File: config.mk
export PLATFORM = sky130hd
export DESIGN_NAME = fifo_param_flow
export DESIGN_NICKNAME = d
export VERILOG_FILES = /design/src/rtl/fifo_param_flow.sv
export SDC_FILE = /design/constraint.sdc
export NUM_CORES = 1
export LEC_CHECK = 0
export ABC_AREA = 1
export ABC_CLOCK_PERIOD_IN_PS = 2500
export CAP_MARGIN = 20
export CORE_MARGIN = 4
export CORE_UTILIZATION = 49
export DETAILED_ROUTE_END_ITERATION = 10
export PLACE_DENSITY = 0.73
export SLEW_MARGIN = 20
export SYNTH_ARGS = -nofsm -noshare
export SYNTH_HDL_FRONTEND = slang
export SYNTH_SLANG_ARGS = --single-unit
File: constraint.sdc
create_clock -name clk -period 2.5 [get_ports clk]
set_input_delay 0.25 -clock clk [delete_from_list [all_inputs] [get_ports clk]]
set_output_delay 0.25 -clock clk [all_outputs]
set_load 0.02 [all_outputs]
File: src/rtl/fifo_param_flow.sv
// Parametrised synchronous FIFO with programmable almost-full/empty thresholds,
// occupancy count, hysteretic pause output and registered pop data.
module fifo_param_flow #(
    parameter int DATA_SIZE = 8,
    parameter int ADDR_SIZE = 2
) (
    input  logic                 clk,
    input  logic                 reset,
    input  logic                 write,
    input  logic                 read,
    input  logic [DATA_SIZE-1:0] data_in_push,
    input  logic [ADDR_SIZE:0]   umbral_af,
    input  logic [ADDR_SIZE:0]   umbral_ae,
    output logic [DATA_SIZE-1:0] data_out_pop,
    output logic                 valid_out,
    output logic [ADDR_SIZE:0]   fifo_count,
    output logic                 Fifo_full,
    output logic                 fifo_empty,
    output logic                 almost_full,
    output logic                 almost_empty,
    output logic                 fifo_pause,
    output logic                 fifo_error
);
    localparam int                 DEPTH   = 2**ADDR_SIZE;
    localparam logic [ADDR_SIZE:0] W_DEPTH = (ADDR_SIZE+1)'(DEPTH);

    logic [DATA_SIZE-1:0] r_mem [DEPTH];
    logic [ADDR_SIZE-1:0] r_wr_ptr, r_rd_ptr;
    logic [ADDR_SIZE:0]   r_count;
    logic [DATA_SIZE-1:0] r_data_out;
    logic                 r_valid, r_pause, r_error;

    logic                 w_rd_ok, w_wr_ok, w_ovf, w_unf;
    logic [ADDR_SIZE:0]   w_count_next;

    // A read frees a slot on the same edge, so a full FIFO still accepts a paired write.
    assign w_rd_ok      = read & (r_count != '0);
    assign w_wr_ok      = write & ((r_count != W_DEPTH) | w_rd_ok);
    assign w_ovf        = write & ~w_wr_ok;
    assign w_unf        = read & ~w_rd_ok;
    assign w_count_next = r_count + (ADDR_SIZE+1)'(w_wr_ok) - (ADDR_SIZE+1)'(w_rd_ok);

    always_ff @(posedge clk) begin
        if (reset) begin
            r_wr_ptr   <= '0;
            r_rd_ptr   <= '0;
            r_count    <= '0;
            r_data_out <= '0;
            r_valid    <= 1'b0;
            r_pause    <= 1'b0;
            r_error    <= 1'b0;
        end else begin
            if (w_wr_ok) r_wr_ptr <= r_wr_ptr + ADDR_SIZE'(1);
            if (w_rd_ok) r_rd_ptr <= r_rd_ptr + ADDR_SIZE'(1);
            r_count <= w_count_next;
            if (w_rd_ok) begin
                r_data_out <= r_mem[r_rd_ptr];
                r_valid    <= 1'b1;
            end else begin
                r_valid    <= 1'b0;
            end
            // Set has priority so overlapping thresholds resolve to pause asserted.
            if (w_count_next >= umbral_af)      r_pause <= 1'b1;
            else if (w_count_next <= umbral_ae) r_pause <= 1'b0;
            if (w_ovf | w_unf) r_error <= 1'b1;
        end
    end

    // Storage is not reset; the pointers alone define which entries are live.
    always_ff @(posedge clk) begin
        if (w_wr_ok && !reset) r_mem[r_wr_ptr] <= data_in_push;
    end

    assign data_out_pop = r_data_out;
    assign valid_out    = r_valid;
    assign fifo_pause   = r_pause;
    assign fifo_error   = r_error;
    assign fifo_count   = r_count;
    assign Fifo_full    = (r_count == W_DEPTH);
    assign fifo_empty   = (r_count == '0);
    assign almost_full  = (r_count >= umbral_af);
    assign almost_empty = (r_count <= umbral_ae);
endmodule

==> summary by stage, run 1 <==
Outcome
The flow ran to the end, and the final reports show no timing, DRC or antenna violations.

Synthesis
The synthesized design contains 50 register bits. The portion of the post-synthesis area used by sequential elements is 51.0%. The most common flop cell mapped by yosys is sky130_fd_sc_hd__edfxtp_1. The number of nets handed over by synthesis was 330. Of all flip-flops after synthesis, the portion carrying an async set or reset was 0%.

The number of instances in the synthesized netlist is 294. The synthesized netlist occupies a cell area of 0.00259 mm^2. The Yosys step of the flow raised 0 warnings. The number of distinct standard cells referenced by the synthesized netlist is 28.

Yosys mapped a number of flops with a built-in enable equal to 32. The synthesized area divided by synthesized cell count is 8.81 um^2.

Drt
The post-route antenna net violation count is 0. The final layout contains routed wiring with a total length of 4810 um. The number of detailed-routing iterations run before antenna repair is 4.

After detailed routing, the number of remaining DRC violations is 0. Dividing the detail-routed wire length by the instance count gives 11.5 um. The average via count per standard cell is 4.59. The DRC marker count from the first detailed-route iteration is 42. The routed via count is 1925.

Worst setup path
The largest fanout on the critical path is 4. The arrival time at the worst endpoint is 2550 ps. The depth of the worst register-to-register path is 14. Walking the worst path, the cells encountered are nor2_4, nand2_4, nand2_4, or2_4, nand2_1, ha_1, fa_2, xor2_2, inv_2, ha_4, a21oi_2, nand2_1, nor2_1, a21oi_1.

In this run the register-to-register setup slack is 140 ps. The worst setup path is of the register to register kind. The worst setup path is captured at a register. The start point of the critical path is fifo_count[1]. The cell with the largest stage delay on the worst path is sky130_fd_sc_hd__fa_2. The worst reg2reg path startpoint is fifo_count[1]. Data on the critical path is required at its endpoint by 2700 ps. The largest stage delay on the critical path is 350 ps. STA classifies the critical path startpoint as a register. The end of the critical path is fifo_pause. The capture point of the worst reg-to-reg path is fifo_pause.

Timing
In this run the tightest slew margin relative to its limit is 47.9%. At the pin with the least slew margin, the transition time is 780 ps. Once routing completed, OpenROAD measured the worst setup slack at 145 ps. The total count of max-transition violations in the final report is 0.

The total count of hold-check failures in the final report is 0. In the finished design, the share of the clock period the worst path needs comes to 94.2%. Static timing analysis puts the maximum clock frequency at 425 MHz. The setup skew after layout is 8.57 ps. The smallest clock period supported by the final layout is computed as 2360 ps.

Setup violations remaining at the end of the flow were counted as 0. The setup total negative slack is 0 ps.

Power
Power spread over the standard cell area amounts to 1020 mW/mm^2. IR analysis of the VDD net gives a maximum drop of 0.538 mV. Summed over all cells, the static leakage comes to 1.51 nW.

Global route
The first global-routing pass estimated 8220 um of wire. The remaining global-route overflow is 0. The largest net degree at the start of global routing is 20. The number of antenna violations at the first check in global routing is 0. The global-route usage over all layers is 16.5%. The number of global-route vias before repair came to 1900.

Finish
For this run, the post-layout net count is 384. The post-route netlist has 14.6% of its cells at a drive strength greater than 1. The library cells used most frequently in the layout, excluding fill and tap cells, are 71 x sky130_fd_sc_hd__nand2_1, 62 x sky130_fd_sc_hd__inv_1, 35 x sky130_fd_sc_hd__clkdlybuf4s50_1, 32 x sky130_fd_sc_hd__edfxtp_1.

The share of the core filled with cells in the final layout is 63.0%. Relative to the synthesized area, the layout overhead comes to 24.4%. The area occupied by multi-input gates is 953 um^2. Once layout is done, the placed cells without fillers occupy 0.00322 mm^2. In the final layout, flip-flops and latches occupy 0.00133 mm^2.

The filler cells instantiated in the layout total 434. The leading cell type in the layout, fill and taps excluded is sky130_fd_sc_hd__nand2_1. 0 antenna diodes ended up in the layout.

Die
The die covers 0.00651 mm^2. The top-level I/O count is 36. For this configuration, the core starts out at a cell density of 50.7%. The placement row count is 26. Measured along the y axis, the die boundary spans 80.7 um. The core box area is 0.00511 mm^2. The die outline width is 80.7 um.

Clock network
The clock tree buffer depth is 2. In this run, CTS created clock tree buffers numbering 5. The TritonCTS sink count is 50. The H-tree depth reported by CTS is 2. The clock latency on the worst-skew pair is 300 ps. The CTS tree is built. In this run the clock root is driven by a sky130_fd_sc_hd__clkbuf_8. After clock tree synthesis, the clock-pin slew on the worst setup and hold paths is 90 ps.

Placement
The half-perimeter wire length after placement is 3500 um. In this run the cell area measured after placement is 0.00307 mm^2. The final weighted congestion in routability-driven placement is 0.821. The count of port buffers added during placement is 35.

At the placement stage, the worst setup path has a slack of -264 ps.

Worst hold path
The path class of the tightest hold or removal check is register to register. The hold-critical path depth is 4. In this run the most critical hold path is launched from data_out_pop[1].

Flow run
Max-cap violations in this run came to 0.
==> area by class of cell <==
class | instances | share of cell area (%)
flip-flops and latches | 50 | 41.2
multi-input cells | 169 | 29.6
repair buffers | 56 | 15.8
inverters | 66 | 7.93
well taps | 70 | 2.72
clock buffers | 5 | 2.14
clock inverters | 3 | 0.661
==> registers in the layout, summed over array words and instances (netlist names) <==
name          cells
data_out_pop      8
fifo_count        3
fifo_error        1
fifo_pause        1
r_mem            32
r_rd_ptr          2
r_wr_ptr          2
valid_out         1
==> synthesized netlist by cell type (2+ instances only) <==
cell type                  count  area, um^2
sky130_fd_sc_hd__nand2_2       4        25.0
sky130_fd_sc_hd__buf_6         5        56.3
sky130_fd_sc_hd__nand2_1      71         267
sky130_fd_sc_hd__a21oi_1       8        40.0
sky130_fd_sc_hd__nand2_4       2        22.5
sky130_fd_sc_hd__nor2_1       28         105
sky130_fd_sc_hd__ha_1         17         213
sky130_fd_sc_hd__edfxtp_1     32         961
sky130_fd_sc_hd__nand3_1      28         140
sky130_fd_sc_hd__dfxtp_1      18         360
sky130_fd_sc_hd__a21oi_2       2        17.5
sky130_fd_sc_hd__inv_1        63         236
==> what timing repair did <==
action | 4_1_cts | 5_1_grt
hold buffers | 0 | 0
gates resized for setup | 0 | 7
setup endpoints to repair | 1 | 1
buffers inserted | 1 | 2
pin swaps | 1 | 2
==> power by group <==
part | switching [mW] | total (mW) | internal, mW | leakage, nW
registers | 0.0988 | 1.10 | 1.01 | 0.440
clock network | 0.264 | 0.461 | 0.197 | 0.0441
logic | 0.916 | 1.73 | 0.814 | 1.02
total | 1.28 | 3.29 | 2.02 | 1.51
==> critical path: cells and delay by family, from the launching register on <==
kind,cells,cell delay [ps]
adders and majority gates,3,770
and+or+nand+nor,7,670
DFF,1,340
AOI/OAI and AO/OA,2,200
xor gates and xnor gates,1,190
buffers and inverters,1,90
==> stage by stage <==
step                      hold WS [ps]  power (mW)  cells
after floorplan                    349        2.16    294
final                              518        3.29    419
after global routing               570        3.60    419
after detailed placement           511        2.66    408
after global placement             505        2.62    408
after CTS                          524        3.16    417
==> metal layers <==
metal / global-route usage, % / vias to the layer above / part of all wire, %
met2: 30.6 / 39 / 50
met4: 4.05 / 0 / 0.71
met1: 19.3 / 869 / 45
met5: 0 / - / 0
li1: - / 1013 / -
met3: 3.14 / 4 / 4.2
==> cells by family after synthesis <==
logic type | synth area share [%]
adders and majority gates | 8.99
and+or+nand+nor | 23.2
buffers and inverters | 13.7
xor gates and xnor gates | 0.338
DFF | 51.0
AOI/OAI and AO/OA | 2.71
==> how the worst min path moves through the flow <==
| stage | end | slack (ps) |
|---|---|---|
| after floorplan | r_mem[0][0] | 350 |
| after global placement | data_out_pop[1] | 500 |
| after detailed placement | data_out_pop[1] | 510 |
| after CTS | data_out_pop[1] | 520 |
| after global routing | data_out_pop[1] | 570 |
| final | data_out_pop[1] | 520 |
(Power assumes the default switching activity.)
==> run 2, diff against run 1 <==
--- a/config.mk
+++ b/config.mk
@@ -9,9 +9,10 @@
 export ABC_CLOCK_PERIOD_IN_PS = 2500
 export CAP_MARGIN = 20
 export CORE_MARGIN = 4
-export CORE_UTILIZATION = 49
+export CORE_UTILIZATION = 38
+export CTS_CLUSTER_DIAMETER = 200
 export DETAILED_ROUTE_END_ITERATION = 10
-export PLACE_DENSITY = 0.73
+export PLACE_DENSITY = 0.58
 export SLEW_MARGIN = 20
 export SYNTH_ARGS = -nofsm -noshare
 export SYNTH_HDL_FRONTEND = slang
==> summary by stage, run 2 (synthesized netlist as in run 1, its figures left out) <==
Timing
The fraction of the cycle the final worst path needs is 94.1% (about the same). The slew of the pin with the lowest slew margin was 876 ps (+95.5 ps). The setup skew after layout is 9.34 ps (+0.766 ps). The total count of hold-check failures in the final report was 0 (unchanged). The final period demand of the worst path was 2350 ps (-1.96 ps). The fmax is 425 MHz (about the same). The setup violation total in the final timing report is 0 (unchanged).

The total count of max-transition violations in the final report is 0 (unchanged). The worst hold-check slack is 517 ps (-0.262 ps). The headroom to the max-slew limit is 41.5% (-6.4 points).

Power
The total power per unit cell area was 1010 mW/mm^2 (-1.6%). The overall power was 3.21 mW (-2.6%). The fraction of power consumed by sequential logic is 34.6% (+1.1 points). The switching power of the nets is 1.24 mW (-3.2%).

The leakage component of the power is 1.48 nW (-1.6%). The switching portion of total power is 38.6% (-0.26 points). The maximum vdd ir drop is 0.388 mV (-28%). The part of the power in combinational logic is 50.3% (-2.2 points). The internal power is 1.97 mW (-2.2%). The clock network fraction of design power is 15.1% (+1.1 points).

Clock network
The clock tree root driver cell is sky130_fd_sc_hd__clkbuf_8. The clock latency on the worst-skew pair is 300 ps (about the same). The TritonCTS sink count is 50 (unchanged). The H-tree depth reported by CTS is 2 (unchanged). The clock-pin slew of the registers on the worst-case setup and hold paths was 90 ps (about the same).

The clock tree buffer depth is 2 (unchanged). The number of buffers added by the clock tree synthesis step is 5 (unchanged). The number of buffers inserted for hold repair after clock tree synthesis is 0 (unchanged). TritonCTS built the clock tree.

Global route
The global-route usage over all layers is 13.1% (-3.4 points). The largest net degree at the start of global routing came to 20 (unchanged). The number of global-route vias before repair is 1863 (-1.9%). The number of antenna violations at the first check in global routing is 0 (unchanged). The global-route wire length before repair is 8650 um (+5.1%). The remaining global-route overflow is 0 (unchanged).

Worst setup path
The number of buffer and inverter stages on the critical path is 3 (+2). The startpoint class of the critical path is a primary input. Walking the worst path, the cells encountered are clkdlybuf4s50_1, inv_1, nand3_2, nand3_1, nand2_1, ha_1, fa_2, xor2_2, inv_1, ha_4, a21oi_2, nand2_1, nor2_1, a21oi_1.

The critical path depth is 14 (unchanged). The worst setup path is captured at a register. The largest stage delay on the critical path is 510 ps (+160 ps). The cell family contributing the most delay on the critical path is buffers and inverters. The depth of the worst register-to-register path was 14 (unchanged). The largest individual stage delay along the critical path comes from the cell sky130_fd_sc_hd__clkdlybuf4s50_1. The arrival time at the worst endpoint was 2530 ps (-20 ps).

The largest fanout on the critical path is 4 (unchanged). The slack of the worst reg-to-reg path is 150 ps (about the same). The worst path required time is 2670 ps (-30 ps).

The critical path is of the primary input to register type.

Drt
The DRC marker count from the first detailed-route iteration came to 55 (+31%). The detail-routed net length per standard cell came to 11.8 um (+2.4%). The post-route antenna net violation count came to 0 (unchanged).

The number of remaining DRC errors is 0 (unchanged). The average via count per standard cell is 4.45 (-3.2%). The total wire length is 4940 um (+2.7%). The number of detailed-routing iterations run before antenna repair is 4 (unchanged). The routed via count is 1867 (-3.0%).

Finish
The summed area of non-filler cells in the final layout is 0.00319 mm^2 (-0.97%). In the layout the commonest cells are 71 x sky130_fd_sc_hd__nand2_1, 63 x sky130_fd_sc_hd__inv_1, 35 x sky130_fd_sc_hd__clkdlybuf4s50_1, 32 x sky130_fd_sc_hd__edfxtp_1. The number of standard cells in the layout, taps in and fillers out is 420 (+0.24%). The register bank with the most flops is r_mem. The number of nets at the end of the flow was 378 (-1.6%). The number of antenna cells inserted was 0 (unchanged). The flip-flop count of the largest register, all copies and words added is 32 (unchanged). From synthesis to final layout, the design area changed by 23.2%. The library cell used most frequently in the layout, excluding fill and tap cells, is sky130_fd_sc_hd__nand2_1. The share of the core filled with cells in the final layout came to 49.1% (-14 points). The ratio of cells with drive above 1 in the final layout came to 12.8% (-1.8 points).

Worst hold path
The hold-critical path depth is 4 (unchanged). The worst hold path belongs to the class register to register.

Die
The effective utilization at floorplan is 39.9% (-11 points). The die area is 0.00820 mm^2 (+26%). The height of the die is 90.5 um (+12%).

The core box area is 0.00649 mm^2 (+27%). The top-level I/O count is 36 (unchanged). The die outline width is 90.5 um (+12%). The placement row count is 29 (+12%).

Placement
The half-perimeter wire length after placement was 3510 um (about the same). The count of port buffers added during placement is 35 (unchanged). The final weighted congestion in routability-driven placement is 0.723 (-12%). The number of placed cells counting well taps is 411 (+0.74%). The cell area after placement is 0.00304 mm^2 (-0.69%).

Outcome
The flow ran to the end, and the final reports show no timing, DRC or antenna violations.

Flow run
The number of maximum-capacitance constraint violations is 0 (unchanged).
[run 2: cell count changes in the layout (fill, tap and decap cells not counted), sizes merged]
cell | before | now
buf | 21 | 15
clkbuf | 5 | 6
clkinv | 3 | 2
[run 2: worst paths after layout]
kind | from | end
hold / removal | data_out_pop[6] | data_out_pop[6]
setup / recovery | read | fifo_pause
hold reg to reg | data_out_pop[6] | data_out_pop[6]
setup reg to reg | fifo_count[1] | fifo_pause
[run 2: stage by stage]
stage,TNS [ps],setup WS [ps]
after floorplan,0,73.8
after global placement,-223,-223
after detailed placement,-302,-302
after CTS,0,6.65
after global routing,-12.3,-12.3
final,0,147
[run 2: worst reg2reg max path, cell delays in order (launching register included)]
cell and delay, ps:
sky130_fd_sc_hd__dfxtp_2 350, sky130_fd_sc_hd__nor2_4 150, sky130_fd_sc_hd__nand2_4 90, sky130_fd_sc_hd__nand2_4 70, sky130_fd_sc_hd__or2_4 120, sky130_fd_sc_hd__nand2_1 50
sky130_fd_sc_hd__ha_1 180, sky130_fd_sc_hd__fa_2 350, sky130_fd_sc_hd__xor2_2 160, sky130_fd_sc_hd__inv_1 140, sky130_fd_sc_hd__ha_4 230, sky130_fd_sc_hd__a21oi_2 130
sky130_fd_sc_hd__nand2_1 60, sky130_fd_sc_hd__nor2_1 90, sky130_fd_sc_hd__a21oi_1 60
[run 2: final cells by class]
cell class              count  area [um^2]
clock buffers               6         82.6
clock inverters             2         12.5
fillers                   625         3310
inverters                  66          255
multi-input cells         169          953
flip-flops and latches     50         1330
well taps                  77         96.3
repair buffers             50          463
[run 2: power by group through the flow]
stage | registers (mW) | logic (mW) | clock network [mW]
finish | 1.11 | 1.61 | 0.486
global placement | 1.13 | 1.49 | 0
global route | 1.13 | 1.86 | 0.544
floorplan | 1.20 | 0.961 | 0
detailed placement | 1.13 | 1.51 | 0
CTS | 1.11 | 1.54 | 0.507
[run 2: repair_timing]
item                       CTS  global route
resized for setup            0             6
pin swaps                    1             1
cloned                       0             0
buffers inserted             1             0
setup endpoints to repair    1             1
[run 2: routing by layer]
layer | part of all wire, % | up-vias | GRT usage, %
li1 | - | 995 | -
met1 | 47 | 835 | 15.5
met2 | 48 | 35 | 23.0
met3 | 4.5 | 2 | 3.58
met4 | 0.49 | 0 | 3.83
met5 | 0 | - | 0
